## src/rtl/axi_lite_reg_worker.sv

```systemverilog
// AXI5-Lite worker endpoint: a bank of 32-bit read/write control registers.
// One outstanding write and one outstanding read; both paths run independently.
// Only AWADDR/ARADDR[ADDR_BITS-1:2] select a register. Upper bits alias.
//
// Optional feature macro: AXI_REG_WSTRB_EN
//   defined   : byte lane k is written only when WSTRB[k] is set
//   undefined : WSTRB is ignored and every accepted write replaces the full word
//
// Ports:
//   ACLK, ARESET              clock, asynchronous active-high reset
//   AW*/W*/B*                 write address, write data and write response channels
//   AR*/R*                    read address and read data channels
//   reg_q                     live register contents; reg i is at [32i+31:32i]
//   wr_pulse                  one-cycle strobe in the cycle after reg i is written
module axi_lite_reg_worker #(
    parameter int unsigned ADDR_BITS = 4,
    parameter int unsigned ID_W      = 4,
    parameter logic [31:0] RESET_VAL = 32'h0
) (
    input  logic                                ACLK,
    input  logic                                ARESET,
    input  logic [31:0]                         AWADDR,
    input  logic [2:0]                          AWPROT,
    input  logic [2:0]                          AWSIZE,
    input  logic [ID_W-1:0]                     AWID,
    input  logic                                AWVALID,
    output logic                                AWREADY,
    input  logic [31:0]                         WDATA,
    input  logic [3:0]                          WSTRB,
    input  logic                                WVALID,
    output logic                                WREADY,
    output logic [1:0]                          BRESP,
    output logic [ID_W-1:0]                     BID,
    output logic                                BVALID,
    input  logic                                BREADY,
    input  logic [31:0]                         ARADDR,
    input  logic [2:0]                          ARPROT,
    input  logic [2:0]                          ARSIZE,
    input  logic [ID_W-1:0]                     ARID,
    input  logic                                ARVALID,
    output logic                                ARREADY,
    output logic [31:0]                         RDATA,
    output logic [1:0]                          RRESP,
    output logic [ID_W-1:0]                     RID,
    output logic                                RVALID,
    input  logic                                RREADY,
    output logic [(32 << (ADDR_BITS-2))-1:0]    reg_q,
    output logic [(1 << (ADDR_BITS-2))-1:0]     wr_pulse
);

    localparam int unsigned IDX_W    = ADDR_BITS - 2;
    localparam int unsigned NUM_REGS = 1 << IDX_W;
    localparam logic [1:0]  RESP_OKAY   = 2'b00;
    localparam logic [1:0]  RESP_SLVERR = 2'b10;
    localparam logic [2:0]  MAX_SIZE    = 3'b010;

    typedef enum logic [1:0] {W_IDLE, W_HAVE_AW, W_HAVE_W, W_RESP} wstate_t;
    typedef enum logic       {R_IDLE, R_RESP} rstate_t;

    logic [NUM_REGS-1:0][31:0] r_regs;
    wstate_t                   r_wstate;
    rstate_t                   r_rstate;

    logic [IDX_W-1:0]          r_aw_idx;
    logic [ID_W-1:0]           r_aw_id;
    logic                      r_aw_err;
    logic [31:0]               r_w_data;
    logic [3:0]                r_w_strb;

    logic                      r_bvalid;
    logic [1:0]                r_bresp;
    logic [ID_W-1:0]           r_bid;
    logic [NUM_REGS-1:0]       r_wr_pulse;

    logic                      r_rvalid;
    logic [1:0]                r_rresp;
    logic [ID_W-1:0]           r_rid;
    logic [31:0]               r_rdata;

    logic                      w_aw_hs;
    logic                      w_w_hs;
    logic                      w_commit;
    logic                      w_aw_live;
    logic                      w_w_live;
    logic [IDX_W-1:0]          w_idx;
    logic [ID_W-1:0]           w_id;
    logic                      w_err;
    logic [31:0]               w_data;
    logic [3:0]                w_strb;
    logic [31:0]               w_new_word;
    logic [IDX_W-1:0]          w_ar_idx;
    logic                      w_ar_err;
    logic                      w_unused;

    assign AWREADY = (r_wstate == W_IDLE) || (r_wstate == W_HAVE_W);
    assign WREADY  = (r_wstate == W_IDLE) || (r_wstate == W_HAVE_AW);
    assign ARREADY = (r_rstate == R_IDLE);

    assign w_aw_hs = AWVALID && AWREADY;
    assign w_w_hs  = WVALID && WREADY;

    // The write completes on whichever edge supplies the last missing half.
    assign w_commit = ((r_wstate == W_IDLE)    && w_aw_hs && w_w_hs) ||
                      ((r_wstate == W_HAVE_AW) && w_w_hs) ||
                      ((r_wstate == W_HAVE_W)  && w_aw_hs);

    // Take each half from the live channel unless it was latched earlier.
    assign w_aw_live = (r_wstate != W_HAVE_AW);
    assign w_w_live  = (r_wstate != W_HAVE_W);
    assign w_idx     = w_aw_live ? AWADDR[ADDR_BITS-1:2] : r_aw_idx;
    assign w_id      = w_aw_live ? AWID : r_aw_id;
    assign w_err     = w_aw_live ? (AWSIZE > MAX_SIZE) : r_aw_err;
    assign w_data    = w_w_live ? WDATA : r_w_data;
    assign w_strb    = w_w_live ? WSTRB : r_w_strb;

`ifdef AXI_REG_WSTRB_EN
    // Byte-lane merge of new data into the current register value.
    always_comb begin
        w_new_word = r_regs[w_idx];
        for (int k = 0; k < 4; k++) begin
            if (w_strb[k]) begin
                w_new_word[8*k +: 8] = w_data[8*k +: 8];
            end
        end
    end
    assign w_unused = ^{AWADDR[31:ADDR_BITS], AWADDR[1:0], ARADDR[31:ADDR_BITS],
                        ARADDR[1:0], AWPROT, ARPROT};
`else
    assign w_new_word = w_data;
    assign w_unused   = ^{AWADDR[31:ADDR_BITS], AWADDR[1:0], ARADDR[31:ADDR_BITS],
                          ARADDR[1:0], AWPROT, ARPROT, w_strb};
`endif

    assign w_ar_idx = ARADDR[ADDR_BITS-1:2];
    assign w_ar_err = (ARSIZE > MAX_SIZE);

    // Write FSM, register bank and B channel.
    always_ff @(posedge ACLK or posedge ARESET) begin
        if (ARESET) begin
            r_regs     <= {NUM_REGS{RESET_VAL}};
            r_wstate   <= W_IDLE;
            r_aw_idx   <= '0;
            r_aw_id    <= '0;
            r_aw_err   <= 1'b0;
            r_w_data   <= '0;
            r_w_strb   <= '0;
            r_bvalid   <= 1'b0;
            r_bresp    <= RESP_OKAY;
            r_bid      <= '0;
            r_wr_pulse <= '0;
        end else begin
            r_wr_pulse <= '0;
            if (w_commit) begin
                r_bvalid <= 1'b1;
                r_bresp  <= w_err ? RESP_SLVERR : RESP_OKAY;
                r_bid    <= w_id;
                if (!w_err) begin
                    r_regs[w_idx] <= w_new_word;
                    r_wr_pulse    <= NUM_REGS'(1) << w_idx;
                end
            end
            case (r_wstate)
                W_IDLE: begin
                    if (w_aw_hs && w_w_hs) begin
                        r_wstate <= W_RESP;
                    end else if (w_aw_hs) begin
                        r_wstate <= W_HAVE_AW;
                        r_aw_idx <= AWADDR[ADDR_BITS-1:2];
                        r_aw_id  <= AWID;
                        r_aw_err <= (AWSIZE > MAX_SIZE);
                    end else if (w_w_hs) begin
                        r_wstate <= W_HAVE_W;
                        r_w_data <= WDATA;
                        r_w_strb <= WSTRB;
                    end
                end
                W_HAVE_AW: if (w_w_hs)  r_wstate <= W_RESP;
                W_HAVE_W:  if (w_aw_hs) r_wstate <= W_RESP;
                W_RESP: begin
                    if (BREADY) begin
                        r_bvalid <= 1'b0;
                        r_wstate <= W_IDLE;
                    end
                end
                default: r_wstate <= W_IDLE;
            endcase
        end
    end

    // Read FSM and R channel; reads sample the bank before any same-edge write.
    always_ff @(posedge ACLK or posedge ARESET) begin
        if (ARESET) begin
            r_rstate <= R_IDLE;
            r_rvalid <= 1'b0;
            r_rresp  <= RESP_OKAY;
            r_rid    <= '0;
            r_rdata  <= '0;
        end else begin
            case (r_rstate)
                R_IDLE: begin
                    if (ARVALID) begin
                        r_rstate <= R_RESP;
                        r_rvalid <= 1'b1;
                        r_rid    <= ARID;
                        r_rresp  <= w_ar_err ? RESP_SLVERR : RESP_OKAY;
                        r_rdata  <= w_ar_err ? 32'h0 : r_regs[w_ar_idx];
                    end
                end
                R_RESP: begin
                    if (RREADY) begin
                        r_rvalid <= 1'b0;
                        r_rstate <= R_IDLE;
                    end
                end
                default: r_rstate <= R_IDLE;
            endcase
        end
    end

    assign BVALID   = r_bvalid;
    assign BRESP    = r_bresp;
    assign BID      = r_bid;
    assign RVALID   = r_rvalid;
    assign RRESP    = r_rresp;
    assign RID      = r_rid;
    assign RDATA    = r_rdata;
    assign reg_q    = r_regs;
    assign wr_pulse = r_wr_pulse;

endmodule
```

## config.mk

```make
export PLATFORM = sky130hd
export DESIGN_NAME = axi_lite_reg_worker
export DESIGN_NICKNAME = d
export VERILOG_FILES = /design/src/rtl/axi_lite_reg_worker.sv
export SDC_FILE = /design/constraint.sdc
export NUM_CORES = 1
export LEC_CHECK = 0
export BUFFER_PORTS_ARGS = -buffer_cell sky130_fd_sc_hd__buf_2
export CAP_MARGIN = 20
export CORE_MARGIN = 3
export CORE_UTILIZATION = 45
export DETAILED_ROUTE_END_ITERATION = 8
export PLACE_DENSITY = 0.8
export SLEW_MARGIN = 20
export SYNTH_ARGS = -nofsm -noshare
export SYNTH_HDL_FRONTEND = slang
export SYNTH_SLANG_ARGS = --single-unit
```

## constraint.sdc

```tcl
create_clock -name ACLK -period 14.25 [get_ports ACLK]
set_input_delay 2.1375 -clock ACLK [delete_from_list [all_inputs] [get_ports ACLK]]
set_output_delay 2.1375 -clock ACLK [all_outputs]
set_load 0.03 [all_outputs]
```

==> reports/results.txt <==
hold depth: 1
DRT iter0 DRCs: 324
setup TNS: 0 ns
Via density: 5.51
critical path endpoint category: output pin
largest net degree at the start of global routing: 142
ant diodes: 0
Max VDD drop: 0.167 mV
max_slew headroom: 30.0%
Final GP Congestion: 0.771
CP Cell Sequence: inv_1, ha_1, or2_2, buf_2
CTS clk-pin slew, worst paths: 0.06 ns
Synth Instances: 594
clk sink count: 218
FF-to-FF setup slack: 10.86 ns
first-pass GRT wire length: 38,600 µm
Hold Slack: 0.457 ns
RSZ-0062 raised after global routing: false
CTS tree: built
Ports: 308
Yosys top cell by area: dfrtp_1
Final Hold Viols: 0
Yosys top cell area share: 56.2%
routed len/inst: 21.5 µm
cell row count: 53
post-route cell area: 11,900 µm²
post-synthesis sequential area ratio: 56.2%
Final Max Tran Viols: 0
Core ar.: 21,100 µm²
Via Count: 6,142
Die H: 153 µm
ys async rst share: 100%
Chip Width: 153 µm
Mean Syn Cell Area: 16.4 µm²
# nets final: 958
Leak Pwr: 6.01 nW
reg2reg start: r_wstate[1]$_DFFE_PP0P_
Port Buffers: 235
EDFF count, synth: 0
Synth area leaders: dfrtp_1 56%, mux2_2 13%, mux2_4 11%
count of final setup violators: 0
number of setup buffers added after CTS: 0
TritonCTS Buffers: 24
critical path required time: 12.11 ns
combinational share of power: 44.9%
P&R area growth vs syn: 22.1%
GRT Util Overall: 20.5%
synthesized area: 9710 µm²
Critical R2R Capture: reg_q[69]$_DFFE_PP0P_
fmax: 0.239 GHz
P per Cell Area: 253 nW/µm²
initial antenna violation count: 2
footprint of the multi-input gates: 4010 µm²
root buffer cell: clkbuf_16
max cap viols: 0
worst-skew pair later-pin latency: 0.50 ns
min cycle time layout: 4.18 ns
register share of total power: 35.7%
arrival time at the worst endpoint: 2.05 ns
Cell variety after synth: 34
Clock Skew: 0.0145 ns
sequential cell area: 5460 µm²
Int Power: 1.80 mW
worst r2r path cells: 7
ratio of cells with drive above 1 in the final layout: 61.1%
switching part of the total: 40.2%
Final ANT Viol Nets: 0
P_sw: 1.21 mW
worst-path fanout max: 14
Power Total: 3.00 mW
Clock Power Share: 19.4%
Hold WC Path Type: flop to flop
Largest stage delay, worst path: 0.59 ns
total grt overflow: 0
Warnings, synthesis: 0
hold endpoint: RVALID$_DFFE_PP0P_
DP Area: 11,100 µm²
Post-DP HPWL: 15,000 µm
worst hold start: r_rstate$_DFF_PP0_
status: complete, no violations
crit path kind: flop to output pin
FILL cells: 1,712
fin cells: 1,114
number of synthesized register bits: 218
deepest clock path buffer count: 3
number of global-route vias before repair: 6,559
Pre-antenna DRT Iters: 4
fin crit share: 29.4%
Initial Util: 46.1%
CP startpoint kind: flop
Most used DFF post-synth: dfrtp_1
final wirelength: 24,000 µm
Die ar.: 23,400 µm²
dpl cells: 1,074
DRC: 0
actual slew at the worst max-slew pin: 1.05 ns
Slowest cell on crit path: ha_1
# resized after CTS: 0
CTS Hold Bufs: 0
H-tree levels: 1
==> layout make-up <==
cell class	instances	share of cell area [%]
Sequential cell	218	46.0
Multi-Input combinational cell	326	33.8
Timing Repair Buffer	245	10.7
Clock buffer	35	6.02
Tap cell	275	2.90
Inverter	11	0.412
Clock inverter	4	0.222
==> registers in the layout, summed over array words and instances (netlist names), 2 cells and up <==
name	flops
BID	4
r_aw_id	4
RDATA	32
r_aw_idx	2
r_wstate	2
RID	4
wr_pulse	4
r_w_data	32
reg_q	128
==> power by group through the flow <==
stage                     registers (mW)  logic, mW  clock network [mW]
final                               1.07       1.35               0.584
after CTS                           1.07       1.36               0.597
after global placement              1.06       1.33                   0
after detailed placement            1.07       1.36                   0
after floorplan                     1.43      0.599                   0
after global routing                1.11       1.43               0.625
==> logic make-up after synthesis <==
group / count (synthesis) / synth area share [%]
multiplexers: 244 / 34.7
flip-flops: 218 / 56.2
AO/OA/AOI/OAI: 54 / 4.30
buffers and inverters: 51 / 2.95
AND/OR/NAND/NOR: 21 / 1.24
adder cells (fa/ha/maj): 5 / 0.644
other: 1 / 0.0386
==> cells in the mapped netlist, drive strengths merged (2+ instances only) <==
| library cell | number |
|---|---|
| mux4 | 32 |
| nor3 | 2 |
| clkbuf | 14 |
| nand2 | 2 |
| a22o | 32 |
| mux2i | 8 |
| or3 | 3 |
| a21oi | 10 |
| nor2 | 8 |
| buf | 26 |
| inv | 11 |
| or2 | 2 |
| o21ai | 3 |
| a211oi | 3 |
| dfrtp | 218 |
| mux2 | 204 |
| ha | 5 |
==> worst max-delay path by stage <==
stage                            startpoint                    end  slack (ns)  cells after the start
floorplan                            ARESET     BID[0]$_DFFE_PP0P_        6.15                      1
global placement                     WVALID  reg_q[94]$_DFFE_PP0P_        9.74                      6
detailed placement                   WVALID  reg_q[94]$_DFFE_PP0P_        9.69                      6
CTS                 r_wstate[1]$_DFFE_PP0P_                 WREADY       10.02                      4
global route        r_wstate[1]$_DFFE_PP0P_                 WREADY        9.91                      4
finish              r_wstate[1]$_DFFE_PP0P_                 WREADY       10.07                      4
==> critical path: cells and delay by family (launching register included) <==
kind          cells  cell delay [ns]
buf+inv           2             0.32
flops             1             0.41
simple gates      1             0.22
fa+ha+maj         1             0.59
==> layout by cell type (no fill, tap or decap), drive strengths merged, types with 2 or more instances in the layout <==
cell and count:
o21ai 3, clkinv 3, conb 2, or3 3
ha 5, nor2 8, a22o 32, mux2i 8
inv 12, dfrtp 218, mux4 32, mux2 204
a211oi 3, buf 245, or2 2, a21oi 10
nor3 2, clkbuf 35, nand2 2
==> metal layers <==
layer  global-route usage, %  share of wire (%)  vias up
met5                       0              0.054        -
met3                    4.98                6.5       36
met2                    32.6                 47      202
met4                    3.69                1.7        2
li1                        -                  -     2650
met1                    29.3                 45     3252
==> metrics by stage <==
step | util [%] | setup WS [ns]
3_5_place_dp | 52.6 | 9.69
6_report | 56.2 | 10.07
4_1_cts | 56.1 | 10.02
5_1_grt | 56.2 | 9.91
3_3_place_gp | 52.6 | 9.74
2_1_floorplan | - | 6.15
Power figures use the tool's default switching activity.
